**config.mk**
```make
export PLATFORM = sky130hd
export DESIGN_NAME = uint_limb_carry_sequencer
export DESIGN_NICKNAME = d
export VERILOG_FILES = /design/src/rtl/uint_limb_carry_sequencer.sv
export SDC_FILE = /design/constraint.sdc
export NUM_CORES = 1
export LEC_CHECK = 0
export CORE_UTILIZATION = 34
export CTS_CLUSTER_DIAMETER = 40
export DETAILED_ROUTE_END_ITERATION = 8
export GPL_TIMING_DRIVEN = 1
export PLACE_DENSITY_LB_ADDON = 0.3
export SYNTH_ARGS = -nofsm -noshare
export SYNTH_HDL_FRONTEND = slang
export SYNTH_SLANG_ARGS = --single-unit
```
**constraint.sdc**
```tcl
create_clock -name CLK -period 1.61 [get_ports CLK]
set_input_delay 0.322 -clock CLK [delete_from_list [all_inputs] [get_ports CLK]]
set_output_delay 0.322 -clock CLK [all_outputs]
set_load 0.02 [all_outputs]
```
**src/rtl/uint_limb_carry_sequencer.sv**
```systemverilog
// rtl/uint_limb_carry_sequencer.sv - word-serial multi-precision adder front end
//
// Streams LIMBS-limb unsigned operands (LSB limb first, one limb per cycle)
// through an external WIDTH-bit carry-in/carry-out adder. Each limb sum is
// registered in a one-entry output stage, and the adder carry-out is latched
// to become the carry-in of the next limb.
//
// Ports:
//   CLK, ASYNCRESETN        clock (rising edge), asynchronous active-low reset
//   in_valid/in_ready       input limb handshake; in_a/in_b limbs, in_cin (limb 0 only)
//   abort                   drops the current transaction at the next edge
//   add_I0/add_I1/add_CIN   drive to the downstream adder
//   add_O/add_COUT          result from the downstream adder
//   out_valid/out_ready     result limb handshake; out_sum, out_last, out_cout
//   busy                    a transaction is partially accepted
module uint_limb_carry_sequencer #(
  parameter int WIDTH = 3,
  parameter int LIMBS = 4
) (
  input  logic             CLK,
  input  logic             ASYNCRESETN,
  input  logic             in_valid,
  output logic             in_ready,
  input  logic [WIDTH-1:0] in_a,
  input  logic [WIDTH-1:0] in_b,
  input  logic             in_cin,
  input  logic             abort,
  output logic [WIDTH-1:0] add_I0,
  output logic [WIDTH-1:0] add_I1,
  output logic             add_CIN,
  input  logic [WIDTH-1:0] add_O,
  input  logic             add_COUT,
  output logic             out_valid,
  input  logic             out_ready,
  output logic [WIDTH-1:0] out_sum,
  output logic             out_last,
  output logic             out_cout,
  output logic             busy
);

  localparam int IW = (LIMBS > 1) ? $clog2(LIMBS) : 1;
  localparam logic [IW-1:0] LAST_IDX = IW'(LIMBS - 1);

  // The limb index is the FSM state: zero is IDLE, anything else is BUSY.
  logic [IW-1:0]    idx_q, idx_d;
  logic             carry_q, carry_d;
  logic             out_valid_q, out_valid_d;
  logic [WIDTH-1:0] out_sum_q, out_sum_d;
  logic             out_last_q, out_last_d;
  logic             out_cout_q, out_cout_d;

  logic accept;
  logic is_last;

  // State register
  always_ff @(posedge CLK or negedge ASYNCRESETN) begin
    if (!ASYNCRESETN) begin
      idx_q       <= '0;
      carry_q     <= 1'b0;
      out_valid_q <= 1'b0;
      out_sum_q   <= '0;
      out_last_q  <= 1'b0;
      out_cout_q  <= 1'b0;
    end else begin
      idx_q       <= idx_d;
      carry_q     <= carry_d;
      out_valid_q <= out_valid_d;
      out_sum_q   <= out_sum_d;
      out_last_q  <= out_last_d;
      out_cout_q  <= out_cout_d;
    end
  end

  // Next-state logic
  always_comb begin
    idx_d       = idx_q;
    carry_d     = carry_q;
    out_valid_d = out_valid_q;
    out_sum_d   = out_sum_q;
    out_last_d  = out_last_q;
    out_cout_d  = out_cout_q;
    is_last     = (idx_q == LAST_IDX);
    accept      = in_valid & in_ready;

    // Draining the output register is independent of abort, so a pending
    // limb survives an abort until the consumer takes it.
    if (out_valid_q && out_ready) begin
      out_valid_d = 1'b0;
    end

    if (abort) begin
      idx_d   = '0;
      carry_d = 1'b0;
    end else if (accept) begin
      out_valid_d = 1'b1;
      out_sum_d   = add_O;
      out_last_d  = is_last;
      out_cout_d  = is_last ? add_COUT : 1'b0;
      carry_d     = add_COUT;
      idx_d       = is_last ? '0 : idx_q + IW'(1);
    end
  end

  // Output logic
  always_comb begin
    // A new limb may enter whenever the output slot is empty or being emptied
    // this cycle; abort blocks intake so it always wins over accept.
    in_ready = (!out_valid_q || out_ready) && !abort;
    add_I0   = in_a;
    add_I1   = in_b;
    // Limb 0 takes the caller's carry, so no carry leaks across transactions.
    add_CIN  = (idx_q == '0) ? in_cin : carry_q;
    busy     = (idx_q != '0);
  end

  assign out_valid = out_valid_q;
  assign out_sum   = out_sum_q;
  assign out_last  = out_last_q;
  assign out_cout  = out_cout_q;

endmodule
```
==> results of run 1 <==
==> logic make-up (layout without fill, tap and decap cells) <==
logic type | count (synthesis) | count (layout) | share of synthesized area [%]
flops | 9 | 9 | 46.51
buf+inv | 10 | 37 | 12.40
simple gates | 8 | 8 | 13.44
fa+ha+maj | 2 | 2 | 5.167
mux | 7 | 7 | 16.02
compound gates | 4 | 4 | 6.460
==> worst min-delay path by stage <==
stage / startpoint / to / cells after the start
detailed placement: out_last / out_last / 1
CTS: ASYNCRESETN / out_valid / 1
global route: ASYNCRESETN / out_valid / 1
floorplan: ASYNCRESETN / carry_q / 0
global placement: out_sum[0] / out_sum[0] / 1
finish: ASYNCRESETN / out_valid / 1
==> placed cells by master, fill, tap and decap left out, drive strengths merged <==
cell type,n
inv,4
a211oi,1
dfrtp,9
mux2,6
nor3b,1
dlymetal6s2s,1
a21o,1
nand2,1
dlygate4sd2,1
ha,2
or2b,1
nor2b,2
buf,12
clkbuf,5
a21oi,1
clkdlybuf4s50,14
nor2,2
mux2i,1
a22o,1
or2,1
==> repair_timing <==
action / 4_1_cts / 5_1_grt
endpoints found under the setup margin: 3 / 5
buffers inserted: 0 / 2
resized for setup: 8 / 9
pin swaps: 0 / 2
hold endpoints to repair: 0 / 0
==> state kept, by name, indices dropped and copies added, names as in the netlist <==
signal     flops
carry_q        1
out_cout       1
out_last       1
out_valid      1
out_sum        3
idx_q          2
==> power groups by stage <==
| stage | combinational, mW | sequential [mW] | clock [mW] |
|---|---|---|---|
| 6_report | 0.223 | 0.263 | 0.173 |
| 5_1_grt | 0.239 | 0.266 | 0.193 |
| 4_1_cts | 0.200 | 0.263 | 0.182 |
| 3_5_place_dp | 0.206 | 0.267 | 0 |
| 3_3_place_gp | 0.203 | 0.267 | 0 |
| 2_1_floorplan | 0.0900 | 0.289 | 0 |
==> metal layers <==
| metal | wire length, um | global-route usage [%] | vias to the layer above |
|---|---|---|---|
| met5 | 0 | 0 | - |
| met4 | 19 | 7.759 | 0 |
| met3 | 68 | 6.818 | 6 |
| met2 | 546 | 23.36 | 13 |
| met1 | 444 | 19.00 | 173 |
| li1 | - | - | 179 |
==> stage by stage <==
stage / util [%] / hold slack, ns / setup TNS (ns)
2_1_floorplan: - / 0.02641 / 0
3_3_place_gp: 53.56 / 0.4944 / -1.691
3_5_place_dp: 53.56 / 0.4987 / -1.862
4_1_cts: 55.27 / 0.3554 / -0.1027
5_1_grt: 58.31 / 0.3828 / -0.07821
6_report: 58.31 / 0.3569 / -0.02821
==> area by class of cell <==
| type | instances | area [um2] |
|---|---|---|
| Clock buffer | 4 | 26.28 |
| Fill cell | 116 | 549.3 |
| Inverter | 4 | 15.01 |
| Multi-Input combinational cell | 21 | 215.2 |
| Sequential cell | 9 | 225.2 |
| Tap cell | 15 | 18.77 |
| Timing Repair Buffer | 29 | 267.8 |
==> critical path, stage by stage (launching register included) <==
cell and delay (ns):
dfrtp_1 0.40, inv_2 0.09, ha_4 0.14, mux2_4 0.30, buf_6 0.13
==> metrics, run 1 <==
outcome complete, but fails checks; violated checks setup timing; Mapped Cells 40; DRT iter0 DRCs 7; Cell Rows 13; max cap viols 0; CTS clk-pin slew, worst paths 0.06 ns; diode count 0; Syn. warnings 0; top-area cell type share of the netlist area 46.51%; Final Worst Setup Slack -0.02821 ns; Crit Path Category flip-flop to primary output; clock sink count 9; initial antenna violation count 0; Int Power 476.8 uW; clock latency on the worst-skew pair 0.26 ns; fin nets 86; Top Ports 31; root buffer cell clkbuf_4; global-route wire length before repair 1518 um; Sw Ratio 27.64%; fin crit period 1.638 ns; fin crit share 101.8%; full die area 1579 um2; Seq/Total Area, Yosys 46.51%; Mapped Nets 58; PortBufs 18; final hold vios 0; cts bufs inserted 3; Inst Count DP 76; number of endpoints failing setup at the final stage 1; buffer levels on the longest clock path 2; Seq pwr share 39.9%; crit path DAT 1.32 ns; Core Footprint 1318 um2; Register-to-Register Path Depth 5; grt ovf 0; Pwr Density 857.8 nW/um2; die span in x 39.74 um; GP Congestion 0.6717; die height 39.74 um; NetSw 182.2 uW; Mean Syn Cell Area 12.11 um2; DRT antenna net count 0; Synth cell types 17; GRT Util Overall 15.69%; Lkg Pwr 0.3731 nW; ys async rst share 100.0%; R2R Setup Slk 0.12 ns; largest cells by area after synthesis dfrtp_1 47%, mux2_2 14%, buf_4 9.3%; layout cells sized above 1 44.78%; combinational group share of total power 33.8%; max_slew headroom 72.38%; worst slack, placed -0.2913 ns; Initial Utilization 36.75%; WP data required 1.29 ns; vias in the first global route 354; register bit total from synthesis 9; Vias 371; Placement Cell Area 705.7 um2; Final Non-Filler Cells 82; max-slew violation count 0; CP startpoint idx_q[1]; CTS tree done; CTS Hold Buffers Added 0; Worst setup EP type primary output; commonest cells in the netlist 9 x dfrtp_1, 6 x buf_4, 6 x mux2_2; Pre-antenna DRT Iters 2; Finished Cell Area 768.2 um2; worst hold path class input port to async pin; Final Power 659.0 uW; H-tree depth 1; Syn-to-layout area delta 58.66%; DPL Wire Length 768.2 um; CP endpoint add_CIN; Slew @ Worst Pin 0.4129 ns; post-synthesis cell area 484.2 um2; Synth area leader dfrtp_1; Reg-to-Reg End out_last; wire per inst 13.13 um; Crit Path Max Fanout 2; EDFF count, synth 0; DRC violation count after routing 0; Max Clock Freq 610.4 MHz; final WL 1077 um; Startpoint Class flip-flop; most common cell in the netlist dfrtp_1; FF-to-FF Start out_valid; clock power share 26.3%; ys flop type dfrtp_1; Clock Skews 0.005815 ns; VDD IR max 415.1 uV; DR vias/cell 4.524; pin count of the biggest net entering global routing 10; RSZ-0062 raised after global routing true
(Power assumes the default switching activity.)
==> run 2, diff against run 1 <==
Settings changed: CORE_UTILIZATION 34 to 31.
Clock period 1.61 ns to 1.4 ns, I/O delays scaled along.
==> run 2 against run 1 <==
Compared with the run above:
- the run still ends with setup timing left
- flip-flop and latch count unchanged
- critical path depth unchanged
- setup slack got worse by 0.14 ns
- cell count increased by 1.2%
- clock power increased by 18%
- clock-buffer cell count unchanged
- non-clock buffer count increased by 1
- worst hold slack got worse by 0.039 ns
- clock skew decreased by 0.0018 ns
- largest cell class unchanged
- largest power group unchanged
- highest routed layer unchanged
==> metrics, run 2 (synthesized netlist as in run 1, its figures left out) <==
number of endpoints failing setup at the final stage 1 (unchanged); fin crit period 1.570 ns; Crit Path Category flip-flop to primary output; Top Ports 31 (unchanged); Max Clock Freq 636.8 MHz; Pwr Density 970.9 nW/um2 (+13%); Finished Cell Area 784.5 um2 (+2.1%); vias in the first global route 372 (+5.1%); Cell Rows 13 (unchanged); commonest non-fill, non-tap cell in the layout buf_4; fin util 56.74% (-1.6 points); Startpoint Class flip-flop; GP Congestion 0.7396 (+10%); DRT iter0 DRCs 3 (-4); Crit Path Max Fanout 2 (unchanged); Worst setup EP type primary output; most used cells in the layout excluding fill and tap cells 9 x buf_4, 8 x dfrtp_1, 7 x clkdlybuf4s50_1, 7 x dlygate4sd2_1, 6 x mux2_4; grt ovf 0 (unchanged); Pre-antenna DRT Iters 2 (unchanged); diode count 0 (unchanged); Slew @ Worst Pin 0.4220 ns (+0.009036 ns); final WL 1025 um (-4.8%); max_slew headroom 71.78% (-0.60 points); wire per inst 12.35 um (-6.0%); Final Worst Setup Slack -0.1703 ns (-0.1421 ns); CTS tree done; initial antenna violation count 0 (unchanged); RSZ-0062 raised after global routing true; layout cells sized above 1 50.00% (+5.2 points); PortBufs 18 (unchanged); outcome complete, but fails checks; Lkg Pwr 0.3987 nW (+6.9%); Clock Skews 0.004023 ns (-0.001792 ns); fin nets 87 (+1.2%); GRT Util Overall 12.92% (-2.8 points); DRT antenna net count 0 (unchanged); CTS clk-pin slew, worst paths 0.06 ns (about the same); final hold vios 0 (unchanged); H-tree depth 1 (unchanged); buffer levels on the longest clock path 2 (unchanged); CP top delay family flip-flops; DRC violation count after routing 0 (unchanged); Crit path largest cell delay 0.39 ns (about the same); VDD IR max 539.8 uV (+30%); full die area 1724 um2 (+9.2%); max-slew violation count 0 (unchanged); DR vias/cell 4.542 (+0.39%); max reg flops 3 (unchanged); Vias 377 (+1.6%); die span in x 41.52 um (+4.5%); CTS Hold Buffers Added 0 (unchanged); max cap viols 0 (unchanged); DPL Wire Length 798.3 um (+3.9%); clock sink count 9 (unchanged); Slowest cell on crit path dfrtp_1; crit path DAT 1.29 ns (-0.03 ns); Initial Utilization 35.02% (-1.7 points); clock latency on the worst-skew pair 0.26 ns (about the same); Placement Cell Area 734.5 um2 (+4.1%); fin crit share 112.2%; violated checks setup timing; pin count of the biggest net entering global routing 10 (unchanged); global-route wire length before repair 1656 um (+9.1%); Syn-to-layout area delta 62.02%; cts bufs inserted 3 (unchanged); crit-path cells inv_2 -> ha_4 -> mux2_4 -> buf_6; die height 41.52 um (+4.5%); critical path buffer and inverter count 2 (unchanged); WP data required 1.12 ns (-0.17 ns); root buffer cell clkbuf_4; worst hold path class input port to async pin; Core Footprint 1383 um2 (+4.9%)
[run 2: changes by cell type in the layout (fill, tap and decap cells not counted), sizes merged]
cell,previous run,this run
clkdlybuf4s50,14,7
clkbuf,5,4
dlygate4sd2,1,7
dlymetal6s2s,1,0
buf,12,15
clkdlybuf4s15,0,1
[run 2: area by class of cell]
class	instances	area, um2
Inverter	4	15.01
Multi-Input combinational cell	21	234.0
Tap cell	15	18.77
Clock buffer	4	26.28
Sequential cell	9	226.5
Timing Repair Buffer	30	264.0
Fill cell	128	598.1
[run 2: metal layers]
| layer | global-route usage, % | part of all wire (%) | wire (um) |
|---|---|---|---|
| met4 | 7.742 | 1.4 | 14 |
| met3 | 4.348 | 7.9 | 81 |
| met5 | 0 | 0 | 0 |
| met2 | 20.63 | 48 | 490 |
| met1 | 14.84 | 43 | 438 |
[run 2: metrics by stage]
step	setup TNS, ns	total power [mW]	hold WS [ns]	worst slack (ns)	instances
CTS	-0.1726	0.7560	0.3264	-0.1726	82
detailed placement	-3.950	0.5560	0.4955	-0.4351	78
global route	-0.2971	0.8075	0.3503	-0.2145	83
floorplan	-0.1128	0.4366	-0.01559	-0.02258	40
finish	-0.1703	0.7617	0.3175	-0.1703	83
global placement	-3.747	0.5530	0.4908	-0.4205	78
[run 2: where the power goes]
group | total (mW) | leakage, nW | internal [mW] | switching (mW)
Clock | 0.205 | 0.0150 | 0.110 | 0.0952
Combinational | 0.254 | 0.269 | 0.148 | 0.106
Sequential | 0.303 | 0.114 | 0.288 | 0.0141
[run 2: path summary, 6_finish.rpt]
kind / startpoint / to / slack (ns) / depth (start not counted)
setup / recovery: idx_q[1] / add_CIN / -0.17 / 4
hold / removal: ASYNCRESETN / out_sum[1] / 0.32 / 1
setup reg to reg: out_valid / out_sum[0] / 0.03 / 4
hold reg to reg: out_sum[0] / out_sum[0] / 0.51 / 1
max in group asynchronous: ASYNCRESETN / out_valid / 0.77 / 1
min in group CLK: out_sum[0] / out_sum[0] / 0.51 / 1
[run 2: timing repair]
action | CTS | global route
pin swaps | 1 | 1
endpoints found under the setup margin | 15 | 5
resized for setup | 29 | 7
setup buffers | 1 | 1
cloned | 0 | 0
[run 2: worst reg2reg max path: stages, from the launching register on]
cell and delay [ns]:
dfrtp_2 0.40, nor2b_4 0.14, nor3b_4 0.27, buf_6 0.16, mux2_4 0.29
